===== config.mk =====
export PLATFORM = sky130hd
export DESIGN_NAME = event_priority_encoder_flat
export DESIGN_NICKNAME = d
export VERILOG_FILES = /design/src/rtl/event_priority_encoder_if.sv /design/src/rtl/event_priority_encoder.sv /design/src/flat_wrapper.sv
export SDC_FILE = /design/constraint.sdc
export NUM_CORES = 1
export LEC_CHECK = 0
export BUFFER_PORTS_ARGS = -buffer_cell sky130_fd_sc_hd__clkbuf_2
export CAP_MARGIN = 20
export CORE_MARGIN = 3
export CORE_UTILIZATION = 49
export DETAILED_ROUTE_END_ITERATION = 10
export MAX_ROUTING_LAYER = met4
export PLACE_DENSITY_LB_ADDON = 0.15
export SLEW_MARGIN = 5
export SYNTH_ARGS = -nofsm -noshare
export SYNTH_HDL_FRONTEND = slang
export SYNTH_SLANG_ARGS = --single-unit
export TNS_END_PERCENT = 20

===== constraint.sdc =====
create_clock -name clk -period 3.36 [get_ports clk]
set_input_delay 0.672 -clock clk [delete_from_list [all_inputs] [get_ports clk]]
set_output_delay 0.672 -clock clk [all_outputs]
set_load 0.01 [all_outputs]

===== src/rtl/event_priority_encoder_if.sv =====
// Bundle of the request, grant and status signals of event_priority_encoder.
// Grant handshake: a transfer happens on a rising edge where valid_out=1 and
// ready_in=1; while valid_out=1 and ready_in=0, idx_out holds its value and
// valid_out stays high.
interface event_priority_encoder_if #(
  parameter int N = 8
);
  localparam int IW = $clog2(N);

  logic [N-1:0]  req_in;
  logic          ready_in;
  logic          clr_ovf;
  logic [IW-1:0] idx_out;
  logic          valid_out;
  logic [N-1:0]  pending;
  logic          ovf;

  modport master (
    output req_in, ready_in, clr_ovf,
    input  idx_out, valid_out, pending, ovf
  );

  modport slave (
    input  req_in, ready_in, clr_ovf,
    output idx_out, valid_out, pending, ovf
  );
endinterface


===== src/rtl/event_priority_encoder.sv =====
// Captures request pulses on N lines and hands out one pending index per
// valid/ready transfer, in lowest-first, highest-first or round-robin order.
module event_priority_encoder #(
  parameter int N    = 8,
  parameter int MODE = 0
) (
  input  logic                    clk,
  input  logic                    rst,
  event_priority_encoder_if.slave bus
);
  localparam int IW = $clog2(N);

  logic [N-1:0]  pending_q;
  logic [IW-1:0] idx_q;
  logic          valid_q;
  logic          ovf_q;
  logic [IW-1:0] rr_q;

  logic [IW-1:0] sel;
  logic          found;
  logic [IW:0]   probe;
  logic          load;
  logic [N-1:0]  sel_mask;
  logic [N-1:0]  overlap;
  logic [IW-1:0] rr_next;

  always_comb begin
    sel   = '0;
    found = 1'b0;
    probe = '0;
    if (MODE == 1) begin
      for (int i = N - 1; i >= 0; i--) begin
        if (!found && pending_q[i]) begin
          sel   = IW'(i);
          found = 1'b1;
        end
      end
    end else if (MODE == 2) begin
      // Walk upward from rr, wrapping at N (not 2^IW) so odd sizes stay in range.
      for (int k = 0; k < N; k++) begin
        probe = {1'b0, rr_q} + (IW+1)'(k);
        if (probe >= (IW+1)'(N)) begin
          probe = probe - (IW+1)'(N);
        end
        if (!found && pending_q[probe[IW-1:0]]) begin
          sel   = probe[IW-1:0];
          found = 1'b1;
        end
      end
    end else begin
      for (int i = 0; i < N; i++) begin
        if (!found && pending_q[i]) begin
          sel   = IW'(i);
          found = 1'b1;
        end
      end
    end
  end

  assign load     = (pending_q != '0) && (!valid_q || bus.ready_in);
  assign sel_mask = load ? (N'(1) << sel) : '0;
  // The bit leaving for the output register is free to take a new event.
  assign overlap  = bus.req_in & pending_q & ~sel_mask;
  assign rr_next  = (sel == IW'(N - 1)) ? '0 : sel + IW'(1);

  always_ff @(posedge clk or posedge rst) begin
    if (rst) begin
      pending_q <= '0;
      idx_q     <= '0;
      valid_q   <= 1'b0;
      ovf_q     <= 1'b0;
      rr_q      <= '0;
    end else begin
      pending_q <= (pending_q & ~sel_mask) | bus.req_in;
      if (load) begin
        idx_q   <= sel;
        valid_q <= 1'b1;
        rr_q    <= rr_next;
      end else if (valid_q && bus.ready_in) begin
        valid_q <= 1'b0;
      end
      if (overlap != '0) begin
        ovf_q <= 1'b1;
      end else if (bus.clr_ovf) begin
        ovf_q <= 1'b0;
      end
    end
  end

  assign bus.idx_out   = idx_q;
  assign bus.valid_out = valid_q;
  assign bus.pending   = pending_q;
  assign bus.ovf       = ovf_q;
endmodule


===== src/flat_wrapper.sv =====
// flat-port wrapper written by rule: the top's interface ports become plain ports
module event_priority_encoder_flat 
#(
  parameter int N    = 8,
  parameter int MODE = 0
)
  (clk, rst, bus_req_in, bus_ready_in, bus_clr_ovf, bus_idx_out, bus_valid_out, bus_pending, bus_ovf);
  event_priority_encoder_if #(.N(N)) bus_i ();
  input  logic clk;
  input  logic rst;
  input wire logic [$bits(bus_i.req_in)-1:0] bus_req_in;
  input wire logic [$bits(bus_i.ready_in)-1:0] bus_ready_in;
  input wire logic [$bits(bus_i.clr_ovf)-1:0] bus_clr_ovf;
  output wire logic [$bits(bus_i.idx_out)-1:0] bus_idx_out;
  output wire logic [$bits(bus_i.valid_out)-1:0] bus_valid_out;
  output wire logic [$bits(bus_i.pending)-1:0] bus_pending;
  output wire logic [$bits(bus_i.ovf)-1:0] bus_ovf;
  assign bus_i.req_in = bus_req_in;
  assign bus_i.ready_in = bus_ready_in;
  assign bus_i.clr_ovf = bus_clr_ovf;
  assign bus_idx_out = bus_i.idx_out;
  assign bus_valid_out = bus_i.valid_out;
  assign bus_pending = bus_i.pending;
  assign bus_ovf = bus_i.ovf;
  event_priority_encoder #(.N(N), .MODE(MODE)) u_core (.clk(clk), .rst(rst), .bus(bus_i));
endmodule

Yosys cells after proc, flatten, opt, wreduce, memory -nomap -nowiden
Index checks and enable logic that the tools add are counted.
{"block": "totals", "reg_bits": 13, "latchBits": 0, "ramBits": 0, "romBits": 0, "elab_cells": 51, "memories": 0}
{"block": "op_classes", "n_addsub": 0, "mul": 0, "div": 0, "order_cmp": 0, "eq_ne": 0, "shifts": 1, "muxes": 19, "n_bitwise": 5, "n_reduce_logical": 22}
{"cell": "8-bit bitwise AND", "count": 3}
{"cell": "8-bit nonzero test", "count": 2}
{"cell": "1-bit 2-to-1 mux", "count": 12}
{"cell": "3-bit 2-to-1 mux", "count": 4}
{"cell": "1-bit logical AND", "count": 9}
{"cell": "1-bit zero test", "count": 8}
{"cell": "8-bit 2-to-1 mux", "count": 1}
{"cell": "8-bit NOT", "count": 1}
{"cell": "8-bit OR", "count": 1}
{"cell": "1-bit by 3-bit << shifter with 8-bit output, first input constant", "count": 1}
{"cell": "2-bit 2-to-1 mux", "count": 2}
{"cell": "2-bit nonzero test", "count": 2}
{"cell": "1-bit logical OR", "count": 1}

Depth between registers and ports, before layout
Gate-level depths: netlist of the first run.
{"block": "depth", "depth_word": 28, "ltp_mapped": 5, "ltp_nobuf": 4}

Worst setup path after synthesis of the first run
No wires, ideal clock.
{"block": "synth_path", "kind": "input to register", "startpoint": "input bus_ready_in", "endpoint": "register u_core.ovf_q, in the netlist u_core.bus.ovf", "setup_ns": 0.143, "t_arrival_ns": 1.407, "required_ns": 3.217, "slack_ns": 1.810, "path_stages": 5, "n_path_buf": 1, "cell_sequence": "nand2b_1 buf_2 a31oi_1 a311oi_1 nand4_1"}
{"block": "synth_via", "elab_chain_len": 7, "word_cells_on_any_way": 8, "classes_between": "2 x mux; 2 x bitwise; 4 x reduce/logical"}
{"item": "start: declaration", "line": "flat_wrapper.sv:12", "rtl": "input wire logic [$bits(bus_i.ready_in)-1:0] bus_ready_in;"}
{"item": "1-bit logical OR *", "line": "event_priority_encoder.sv:60", "rtl": "assign load = (pending_q != '0) && (!valid_q || bus.ready_in);"}
{"item": "1-bit logical AND *", "line": "event_priority_encoder.sv:60"}
{"item": "8-bit 2-to-1 mux *", "line": "event_priority_encoder.sv:61", "rtl": "assign sel_mask = load ? (N'(1) << sel) : '0;"}
{"item": "8-bit NOT *", "line": "event_priority_encoder.sv:63", "rtl": "assign overlap = bus.req_in & pending_q & ~sel_mask;"}
{"item": "8-bit bitwise AND *", "line": "event_priority_encoder.sv:63"}
{"item": "8-bit nonzero test *", "line": "event_priority_encoder.sv:82", "rtl": "if (overlap != '0) begin"}
{"item": "1-bit 2-to-1 mux / 2-bit nonzero test (equally long branches)"}
{"item": "end signal: assignment", "line": "event_priority_encoder.sv:71", "rtl": "ovf_q <= 1'b0;"}
{"item": "end signal: assignment", "line": "event_priority_encoder.sv:83", "rtl": "ovf_q <= 1'b1;"}
{"item": "end signal: assignment", "line": "event_priority_encoder.sv:85", "rtl": "ovf_q <= 1'b0;"}
{"item": "end: declaration", "line": "event_priority_encoder.sv:16", "rtl": "logic ovf_q;"}
Every way passes the cells marked *; elsewhere a longest branch is shown, timed or not.
A chain may end at the register's enable or synchronous reset.

Worst setup path after layout of the first run
{"block": "layout_path", "startpoint": "register u_core.pending_q[2], in the netlist u_core.bus.pending[2]", "endpoint": "register u_core.ovf_q, in the netlist u_core.bus.ovf"}
{"block": "layout_via", "elab_chain_len": 23, "word_cells_on_any_way": 32, "classes_between": "1 x shift; 13 x mux; 3 x bitwise; 15 x reduce/logical"}
{"item": "start: declaration", "line": "event_priority_encoder.sv:13", "rtl": "logic [N-1:0] pending_q;"}
{"item": "start signal: assignment", "line": "event_priority_encoder.sv:74", "rtl": "pending_q <= (pending_q & ~sel_mask) | bus.req_in;"}
{"item": "1-bit logical AND", "line": "event_priority_encoder.sv:52", "rtl": "if (!found && pending_q[i]) begin"}
{"item": "1-bit 2-to-1 mux", "line": "event_priority_encoder.sv:52"}
{"item": "1-bit zero test", "line": "event_priority_encoder.sv:52"}
{"item": "1-bit logical AND", "line": "event_priority_encoder.sv:52"}
{"item": "1-bit 2-to-1 mux", "line": "event_priority_encoder.sv:52"}
{"item": "1-bit zero test", "line": "event_priority_encoder.sv:52"}
{"item": "1-bit logical AND", "line": "event_priority_encoder.sv:52"}
{"item": "1-bit 2-to-1 mux", "line": "event_priority_encoder.sv:52"}
{"item": "[7 not listed]"}
{"item": "1-bit logical AND", "line": "event_priority_encoder.sv:52"}
{"item": "3-bit 2-to-1 mux", "line": "event_priority_encoder.sv:52"}
{"item": "1-bit by 3-bit << shifter with 8-bit output", "line": "event_priority_encoder.sv:61"}
{"item": "8-bit 2-to-1 mux", "line": "event_priority_encoder.sv:61"}
{"item": "8-bit NOT", "line": "event_priority_encoder.sv:63"}
{"item": "8-bit bitwise AND *", "line": "event_priority_encoder.sv:63"}
{"item": "8-bit nonzero test *", "line": "event_priority_encoder.sv:82"}
{"item": "1-bit 2-to-1 mux / 2-bit nonzero test (equally long branches)"}
Marks and branches as above.

==> flow_metrics.py, run 1 <==
metrics = {
    "sta": {
        "fmax_ghz": 0.549,
        "hold_viol": 0,
        "fin_crit_sh_pct": 54.2,
        "fin_skew_ns": 0.00237,
        "tns_ns": 0,
        "rsz0062_at_grt": "no",
        "setup_violations": 0,
        "final.min_clock_period_ns": 1.82,
        "final_max_slew_viol_count": 0,
        "slew_headroom_pct": 61.3,
        "tightest_slew_ns": 0.576,
    },
    "yosys": {
        "ys_types": 28,
        "synth.area.top_cells": "dfrtp_1, a21oi_1, nor4_4, inv_1, nand4_1",
        "post-synth-top-count-cell": "dfrtp_1",
        "synth_nets": 78,
        "synthArstFlopShare_pct": 100,
        "ys_top_cells_by_count": "dfrtp_1, a21oi_1, inv_1, nor2_1",
        "synth_top_cell_by_area": "dfrtp_1",
        "synth_area_per_cell_sq_um": 9.88,
        "synth.top_cell.area_share_pct": 49.9,
        "synth_ff_type": "dfrtp_1",
        "synth-edff-count": 0,
        "synthesis.area_sq_um": 652,
        "netlist_instances": 66,
        "yosys_warnings": 0,
        "ys_ff_latch": 13,
        "ys_seq_area_share_pct": 49.9,
    },
    "place": {
        "place_congestion": 0.813,
        "io_buffers": 24,
        "hpwl_mm": 1.14,
    },
    "die": {
        "initial_core_util_pct": 55.7,
        "dieWidth_um": 42.5,
        "die_area_sq_mm": 0.00180,
        "die_y_um": 42.5,
        "rows": 12,
        "core_area_sq_mm": 0.00117,
        "io_pins": 25,
    },
    "finish": {
        "finalNetCount": 106,
        "drive_above_1_share_pct": 37.6,
        "diodes": 0,
        "final_core_util_pct": 69.2,
        "area_delta_synth_final_pct": 24.4,
    },
    "detailed_routing": {
        "drtAntennaViolNets": 0,
        "vias": 610,
        "drc": 0,
        "detailedRoute.firstIterationViolations": 12,
        "drt_wl_total_mm": 1.52,
        "first_pass_iters": 4,
        "wl_per_cell_um": 14.2,
        "viasPerCell": 5.70,
    },
    "status": {
        "status": "completed",
    },
    "pwr": {
        "p_leak_nw": 0.354,
        "power.density_mw_per_mm2": 368,
        "vdd_drop_max_v": 0.000230,
    },
    "clock_network": {
        "cts_max_path_buffers": 2,
        "hold_buffers": 0,
        "root_buffer": "clkbuf_4",
        "htreeDepth": 1,
        "post_cts_resized": 0,
        "cts.clk_slew.worst_paths_ns": 0.08,
        "cts_buffers": 3,
        "cts_tree": "done",
        "post_cts_buffers": 0,
        "clk_latency_ns": 0.27,
        "cts.sinks": 13,
    },
    "worst_setup_path": {
        "crit_type": "flop to flop",
        "end_kind": "flop",
        "crit_path_start_kind": "flop",
        "crit_path_max_fanout": 9,
        "reg2reg_depth": 4,
        "r2r_start": "u_core.bus.pending[2]",
        "crit_start": "u_core.bus.pending[2]",
        "arrival_ns": 1.96,
        "cp.required_ns": 3.50,
    },
    "global_routing": {
        "grt_max_degree": 15,
        "grt_usage_pct": 20.1,
        "grt_pass1_wl_mm": 2.67,
        "globalRouteOverflowTotal": 0,
        "antenna_found_initial": 0,
        "grt_pass1_vias": 622,
    },
    "worst_hold_path": {
        "min_path_type": "input pin to async pin",
    },
    "flow_run": {
        "cap_violations": 0,
    },
}
[critical path, stage by stage (launching register included)]
cell and delay (ns):
dfrtp_1 0.49, nor4_4 0.60, nand2_2 0.13, a222oi_1 0.34, nand4_1 0.13
[metrics by stage]
step	power (W)	hold WS (ns)	worst slack, ns	instance area, sq um	cells
after floorplan	0.000189	0.533	1.81	652	66
after global placement	0.000204	0.477	1.45	785	103
after detailed placement	0.000206	0.513	1.43	785	103
after CTS	0.000303	0.403	1.59	811	107
after global routing	0.000315	0.428	1.35	811	107
final	0.000298	0.390	1.54	811	107
[area by class of cell]
| class | instances | area, sq um |
|---|---|---|
| Clock buffer | 4 | 26.3 |
| Multi-Input combinational cell | 47 | 303 |
| Tap cell | 14 | 17.5 |
| Sequential cell | 13 | 325 |
| Timing Repair Buffer | 24 | 120 |
| Inverter | 5 | 18.8 |
| Fill cell | 96 | 360 |
[layer usage]
layer,vias up,track usage (%),part of all wire [%]
met5,-,-,0
met2,24,33.1,48
met3,7,3.00,5.7
met4,0,12.4,2.6
li1,297,-,-
met1,282,22.6,44
[cells by family after synthesis]
kind of cell	Yosys count	synth area share, %
simple gates	24	22.1
flops	13	49.9
compound gates	23	24.4
buf+inv	6	3.65
[power breakdown]
part,internal (W),switching (W),leakage [nW],total [W]
registers,0.000161,0.00000597,0.127,0.000167
clock network,0.0000460,0.0000499,0.0150,0.0000959
logic,0.0000156,0.0000196,0.212,0.0000352
total,0.000223,0.0000755,0.354,0.000298
[registers in the layout, indices dropped and copies added, names as in the netlist]
signal	count
u_core.bus.pending	8
u_core.bus.idx_out	3
u_core.bus.ovf	1
u_core.bus.valid_out	1
[layout by cell type, fill, tap and decap left out, drive strengths merged]
master	synthesis	routed
nand3b	1	1
a21boi	1	1
a31oi	2	2
a32oi	1	1
nand2b	2	2
o211ai	1	1
a21o	4	4
a222oi	1	1
nor4	1	1
clkbuf	0	28
nand4	3	3
and2	1	1
a21oi	7	7
a41oi	1	1
inv	5	5
o22a	1	1
or2	4	4
dfrtp	13	13
nor2	5	5
nand2	4	4
nand3	2	2
nor2b	1	1
o31ai	1	1
o21ai	2	2
a311oi	1	1
[worst paths after layout]
check,to,slack (ns)
worst min-delay path,u_core.bus.pending[6],0.39
worst max register to register,u_core.bus.ovf,1.54
max in group asynchronous,u_core.bus.pending[0],2.63
worst max-delay path,u_core.bus.ovf,1.54
min in group clk,u_core.bus.idx_out[2],0.52
worst min register to register,u_core.bus.idx_out[2],0.52
No activity file was read; power rests on OpenSTA's default activity.
==> run 2: changes to the inputs <==
--- a/config.mk
+++ b/config.mk
@@ -8,7 +8,7 @@
 export BUFFER_PORTS_ARGS = -buffer_cell sky130_fd_sc_hd__clkbuf_2
 export CAP_MARGIN = 20
 export CORE_MARGIN = 3
-export CORE_UTILIZATION = 49
+export CORE_UTILIZATION = 46
 export DETAILED_ROUTE_END_ITERATION = 10
 export MAX_ROUTING_LAYER = met4
 export PLACE_DENSITY_LB_ADDON = 0.15
==> constraint.sdc (replaced) <==
create_clock -name clk -period 1.7 [get_ports clk]
set_input_delay 0.34 -clock clk [delete_from_list [all_inputs] [get_ports clk]]
set_output_delay 0.34 -clock clk [all_outputs]
set_load 0.01 [all_outputs]
==> run 2 against run 1 <==
Cell count is 5.6% higher. Non-clock buffer count grew 6. Flip-flop and latch count stayed put. Power increased by 100%. Largest power group unchanged. Clock skew about the same. Utilization up 1.1 points. Maximum frequency is 17% higher. Clock power rose by 96%. Cell area rose by 5.6%. Worst setup slack worse by 1.4 ns. Critical endpoint unchanged.
==> flow_metrics.py, run 2 (synthesis gave the netlist of run 1 again) <==
metrics = {
    "clock_network": {
        "cts_max_path_buffers": 2,
        "cts.sinks": 13,
        "cts_tree": "done",
        "post_cts_resized": 0,
        "clk_latency_ns": 0.27,
        "hold_buffers": 0,
        "root_buffer": "clkbuf_4",
        "cts.clk_slew.worst_paths_ns": 0.08,
        "cts_buffers": 3,
        "htreeDepth": 1,
        "post_cts_buffers": 0,
    },
    "sta": {
        "fin_crit_sh_pct": 91.6,
        "setup_violations": 0,
        "fin_skew_ns": 0.00244,
        "slew_headroom_pct": 66.6,
        "final.min_clock_period_ns": 1.56,
        "rsz0062_at_grt": "no",
        "tightest_slew_ns": 0.500,
        "fmax_ghz": 0.642,
        "final_max_slew_viol_count": 0,
        "tns_ns": 0,
        "hold_slack_ns": 0.0615,
        "hold_viol": 0,
    },
    "die": {
        "die_area_sq_mm": 0.00190,
        "core_area_sq_mm": 0.00122,
        "initial_core_util_pct": 53.6,
        "dieWidth_um": 43.6,
        "die_y_um": 43.6,
        "rows": 12,
        "io_pins": 25,
    },
    "finish": {
        "final_area_sq_um": 856,
        "diodes": 0,
        "largest_register_ffs": 8,
        "final_common_cell": "clkbuf_2",
        "drive_above_1_share_pct": 41.4,
        "area_delta_synth_final_pct": 31.3,
        "finalNetCount": 112,
        "layout_common_cells": "clkbuf_2, dfrtp_1, a21oi_1",
        "nFillCells": 103,
    },
    "worst_hold_path": {
        "min_path_type": "input pin to async pin",
    },
    "worst_setup_path": {
        "ff2ff_setup_slack_ns": 0.14,
        "cp.required_ns": 1.84,
        "arrival_ns": 1.70,
        "crit_path_max_fanout": 7,
        "crit_path_start_kind": "flop",
        "crit_type": "flop to flop",
        "end_kind": "flop",
    },
    "place": {
        "place_congestion": 0.879,
        "place_area_sq_um": 830,
        "hpwl_mm": 1.24,
        "io_buffers": 24,
    },
    "detailed_routing": {
        "viasPerCell": 5.85,
        "drt_wl_total_mm": 1.60,
        "first_pass_iters": 4,
        "drtAntennaViolNets": 0,
        "vias": 661,
        "wl_per_cell_um": 14.1,
        "drc": 0,
        "detailedRoute.firstIterationViolations": 10,
    },
    "global_routing": {
        "use_met3_pct": 2.49,
        "grt_use_met1_pct": 24.7,
        "grt_pass1_wl_mm": 2.64,
        "antenna_found_initial": 0,
        "grt_max_degree": 14,
        "grt-busiest-layer": "met2",
        "globalRouteOverflowTotal": 0,
        "grt_pass1_vias": 588,
        "met2_usage_pct": 30.8,
        "grt_usage_pct": 19.1,
    },
    "pwr": {
        "vdd_drop_max_v": 0.000509,
        "p_leak_nw": 0.383,
        "power.density_mw_per_mm2": 698,
    },
    "status": {
        "status": "completed",
    },
    "flow_run": {
        "cap_violations": 0,
    },
}
[run 2: cell count changes in the layout (fill, tap and decap cells not counted)]
| cell | before | now |
|---|---|---|
| buf_4 | 0 | 6 |
[run 2: worst max-delay path, cell delays in order (launching register included)]
cell	delay, ns
dfrtp_1	0.45
nor4_4	0.46
nand4_1	0.18
a32oi_1	0.23
nand4_1	0.11
[run 2: final cells by class]
type                       count  area, sq um  share of cell area, %
clock buffer                   4         26.3                   3.07
inverter                       5         18.8                   2.19
multi-input combinational     47          303                   35.4
sequential                    13          325                   38.0
tap                           14         17.5                   2.05
timing repair buffer          30          165                   19.3
[run 2: worst paths after layout]
path | to | from | cells past startpoint
max | u_core.bus.ovf | u_core.bus.pending[3] | 4
max in group asynchronous | u_core.bus.pending[1] | rst | 2
min | u_core.bus.pending[4] | rst | 2
min reg2reg | u_core.bus.idx_out[2] | u_core.bus.idx_out[2] | 1
min in group clk | u_core.bus.pending[5] | bus_req_in[5] | 2
max reg2reg | u_core.bus.ovf | u_core.bus.pending[3] | 4
[run 2: where the power goes]
| group | total (W) | leakage [nW] | switching [W] | internal, W |
|---|---|---|---|---|
| logic | 0.0000809 | 0.241 | 0.0000445 | 0.0000364 |
| clock network | 0.000188 | 0.0150 | 0.0000975 | 0.0000908 |
| registers | 0.000328 | 0.127 | 0.00000955 | 0.000319 |
[run 2: per-layer routing]
layer  up-vias  part of all wire, %
met1       320                   44
li1        311                    -
met2        26                   48
met4         0                  1.1
met3         4                  6.5
met5         -                    0
[run 2: stage by stage]
step | std cells | worst slack, ns | power, W | utilization, %
4_1_cts | 113 | 0.121 | 0.000598 | 70.4
5_1_grt | 113 | 0.0210 | 0.000632 | 70.4
3_3_place_gp | 109 | 0.206 | 0.000413 | 68.2
3_5_place_dp | 109 | 0.130 | 0.000414 | 68.2
6_report | 113 | 0.143 | 0.000598 | 70.4
2_1_floorplan | 66 | 0.164 | 0.000374 | -
==> run 3: changes to the inputs <==
--- a/config.mk
+++ b/config.mk
@@ -10,8 +10,9 @@
 export CORE_MARGIN = 3
 export CORE_UTILIZATION = 46
 export DETAILED_ROUTE_END_ITERATION = 10
+export HOLD_SLACK_MARGIN = 0.08
 export MAX_ROUTING_LAYER = met4
-export PLACE_DENSITY_LB_ADDON = 0.15
+export PLACE_DENSITY = 0.84
 export SLEW_MARGIN = 5
 export SYNTH_ARGS = -nofsm -noshare
 export SYNTH_HDL_FRONTEND = slang
==> run 3 against run 2 <==
Cell area rose by 0.29%. Worst setup slack got worse by 0.015 ns. Largest power group unchanged. Critical endpoint unchanged. Global-route usage rose by 0.23 points. Non-clock buffer count did not move. Power rose by 0.31%. Flip-flop and latch count did not move. Clock power rose by 3%. Combinational power fell by 2.5%. Via count fell by 2.7%. Worst hold slack improved by 0.20 ns. Clock skew fell by 0.00088 ns. First-iteration DRC count fell by 20%.
==> flow_metrics.py, run 3 (synthesis gave the netlist of run 1 again) <==
metrics = {
    "finish": {
        "drive_above_1_share_pct": 40.4,
        "finalNetCount": 112,
        "nFillCells": 107,
        "final_core_util_pct": 70.6,
        "layout_common_cells": "clkbuf_2, dfrtp_1, a21oi_1",
        "diodes": 0,
        "area_delta_synth_final_pct": 31.7,
        "largest_register_ffs": 8,
        "final_common_cell": "clkbuf_2",
        "final_area_sq_um": 858,
    },
    "sta": {
        "tightest_slew_ns": 0.495,
        "rsz0062_at_grt": "no",
        "final.min_clock_period_ns": 1.57,
        "slew_headroom_pct": 67.0,
        "fmax_ghz": 0.636,
        "tns_ns": 0,
        "hold_viol": 0,
        "setup_violations": 0,
        "fin_crit_sh_pct": 92.5,
        "fin_skew_ns": 0.00156,
        "final_max_slew_viol_count": 0,
    },
    "pwr": {
        "vdd_drop_max_v": 0.000471,
        "power.density_mw_per_mm2": 698,
        "seqPwrFrac_pct": 54.6,
        "power.share.switching_pct": 25.6,
        "p_leak_nw": 0.383,
        "pwr-share-comb_pct": 13.2,
        "power_frac_clock_pct": 32.3,
        "p_switching_w": 0.000153,
        "intPower_w": 0.000446,
    },
    "detailed_routing": {
        "wl_met2_um": 751,
        "drtAntennaViolNets": 0,
        "topRoutingLayerUsed": "met4",
        "drc": 0,
        "wl_met1_um": 615,
        "vias": 643,
        "drt_wl_total_mm": 1.50,
        "dr_wl_met3_um": 110,
        "wl_per_cell_um": 13.3,
        "detailedRoute.firstIterationViolations": 8,
        "first_pass_iters": 7,
        "viasPerCell": 5.69,
    },
    "worst_setup_path": {
        "crit_buf_inv": 0,
        "cp.required_ns": 1.85,
        "crit_family": "simple AND/OR/NAND/NOR gates",
        "cpMaxStageDelayCell": "dfrtp_1",
        "max_stage_delay_ns": 0.45,
        "end_kind": "flop",
        "crit_top_cell": "nand4_1",
        "ff2ff_setup_slack_ns": 0.13,
        "r2r_start": "u_core.bus.pending[3]",
        "crit_path_max_fanout": 6,
        "timing.rr.end": "u_core.bus.ovf",
        "crit_path_start_kind": "flop",
        "crit_type": "flop to flop",
        "reg2reg_depth": 4,
        "arrival_ns": 1.72,
        "path_cells": "nor4_4, nand4_1, a32oi_1, nand4_1",
    },
    "clock_network": {
        "post_cts_buffers": 0,
        "cts.sinks": 13,
        "cts.clk_slew.worst_paths_ns": 0.08,
        "clk_latency_ns": 0.27,
        "cts_max_path_buffers": 2,
        "cts_buffers": 3,
        "root_buffer": "clkbuf_4",
        "post_cts_resized": 0,
        "htreeDepth": 1,
        "cts_tree": "done",
        "hold_buffers": 1,
    },
    "global_routing": {
        "grt_usage_pct": 19.3,
        "grt_max_degree": 14,
        "grt_pass1_wl_mm": 2.68,
        "grt_pass1_vias": 629,
        "globalRouteOverflowTotal": 0,
        "antenna_found_initial": 0,
    },
    "die": {
        "initial_core_util_pct": 53.6,
        "die_area_sq_mm": 0.00190,
        "core_area_sq_mm": 0.00122,
        "rows": 12,
        "die_y_um": 43.6,
        "io_pins": 25,
        "dieWidth_um": 43.6,
    },
    "worst_hold_path": {
        "min_from": "bus_req_in[5]",
        "worstHoldPathCells": 2,
        "min_path_type": "input pin to flop",
        "hold_end": "u_core.bus.pending[5]",
    },
    "place": {
        "place_congestion": 0.768,
        "io_buffers": 24,
        "place_area_sq_um": 822,
        "hpwl_mm": 1.18,
    },
    "status": {
        "status": "completed",
    },
    "flow_run": {
        "cap_violations": 0,
    },
}
==> run 3: worst reg2reg max path: stages (launching register included) <==
cell	delay, ns
dfrtp_1	0.45
nor4_4	0.44
nand4_1	0.18
a32oi_1	0.26
nand4_1	0.11
==> run 3: how the worst max path moves through the flow <==
| stage | from | endpoint | slack (ns) | cells after the start |
|---|---|---|---|---|
| CTS | u_core.bus.pending[3] | u_core.bus.ovf | 0.11 | 4 |
| global route | u_core.bus.pending[3] | u_core.bus.ovf | 0.008 | 4 |
| finish | u_core.bus.pending[3] | u_core.bus.ovf | 0.13 | 4 |
| floorplan | u_core.bus.pending[2] | u_core.bus.ovf | 0.16 | 4 |
| detailed placement | u_core.bus.pending[3] | u_core.bus.ovf | 0.12 | 4 |
| global placement | u_core.bus.pending[3] | u_core.bus.ovf | 0.16 | 4 |
==> run 3: cell type report <==
class,count,area (sq um),area share (%)
clock buffers,4,26.3,3.06
well taps,14,17.5,2.04
inverters,5,18.8,2.19
multi-input cells,47,303,35.3
flip-flops and latches,13,325,37.9
repair buffers,30,168,19.5
==> run 3: power by group through the flow <==
| stage | combinational [W] | clock (W) | sequential [W] |
|---|---|---|---|
| 3_5_place_dp | 0.0000777 | 0 | 0.000334 |
| 2_1_floorplan | 0.0000344 | 0 | 0.000339 |
| 6_report | 0.0000789 | 0.000194 | 0.000327 |
| 3_3_place_gp | 0.0000756 | 0 | 0.000333 |
| 4_1_cts | 0.0000798 | 0.000198 | 0.000327 |
| 5_1_grt | 0.0000903 | 0.000217 | 0.000329 |
==> run 3: routing by layer <==
metal	track usage (%)	vias up
li1	-	313
met2	29.9	25
met1	23.9	301
met5	-	-
met4	7.23	0
met3	4.98	4
==> run 3: through the flow <==
stage	hold slack, ns	setup WS, ns	power [W]	instances
finish	0.258	0.127	0.000599	113
global route	0.244	0.00770	0.000636	113
CTS	0.254	0.112	0.000605	113
detailed placement	0.369	0.120	0.000411	108
global placement	0.363	0.157	0.000409	108
floorplan	0.217	0.164	0.000374	66
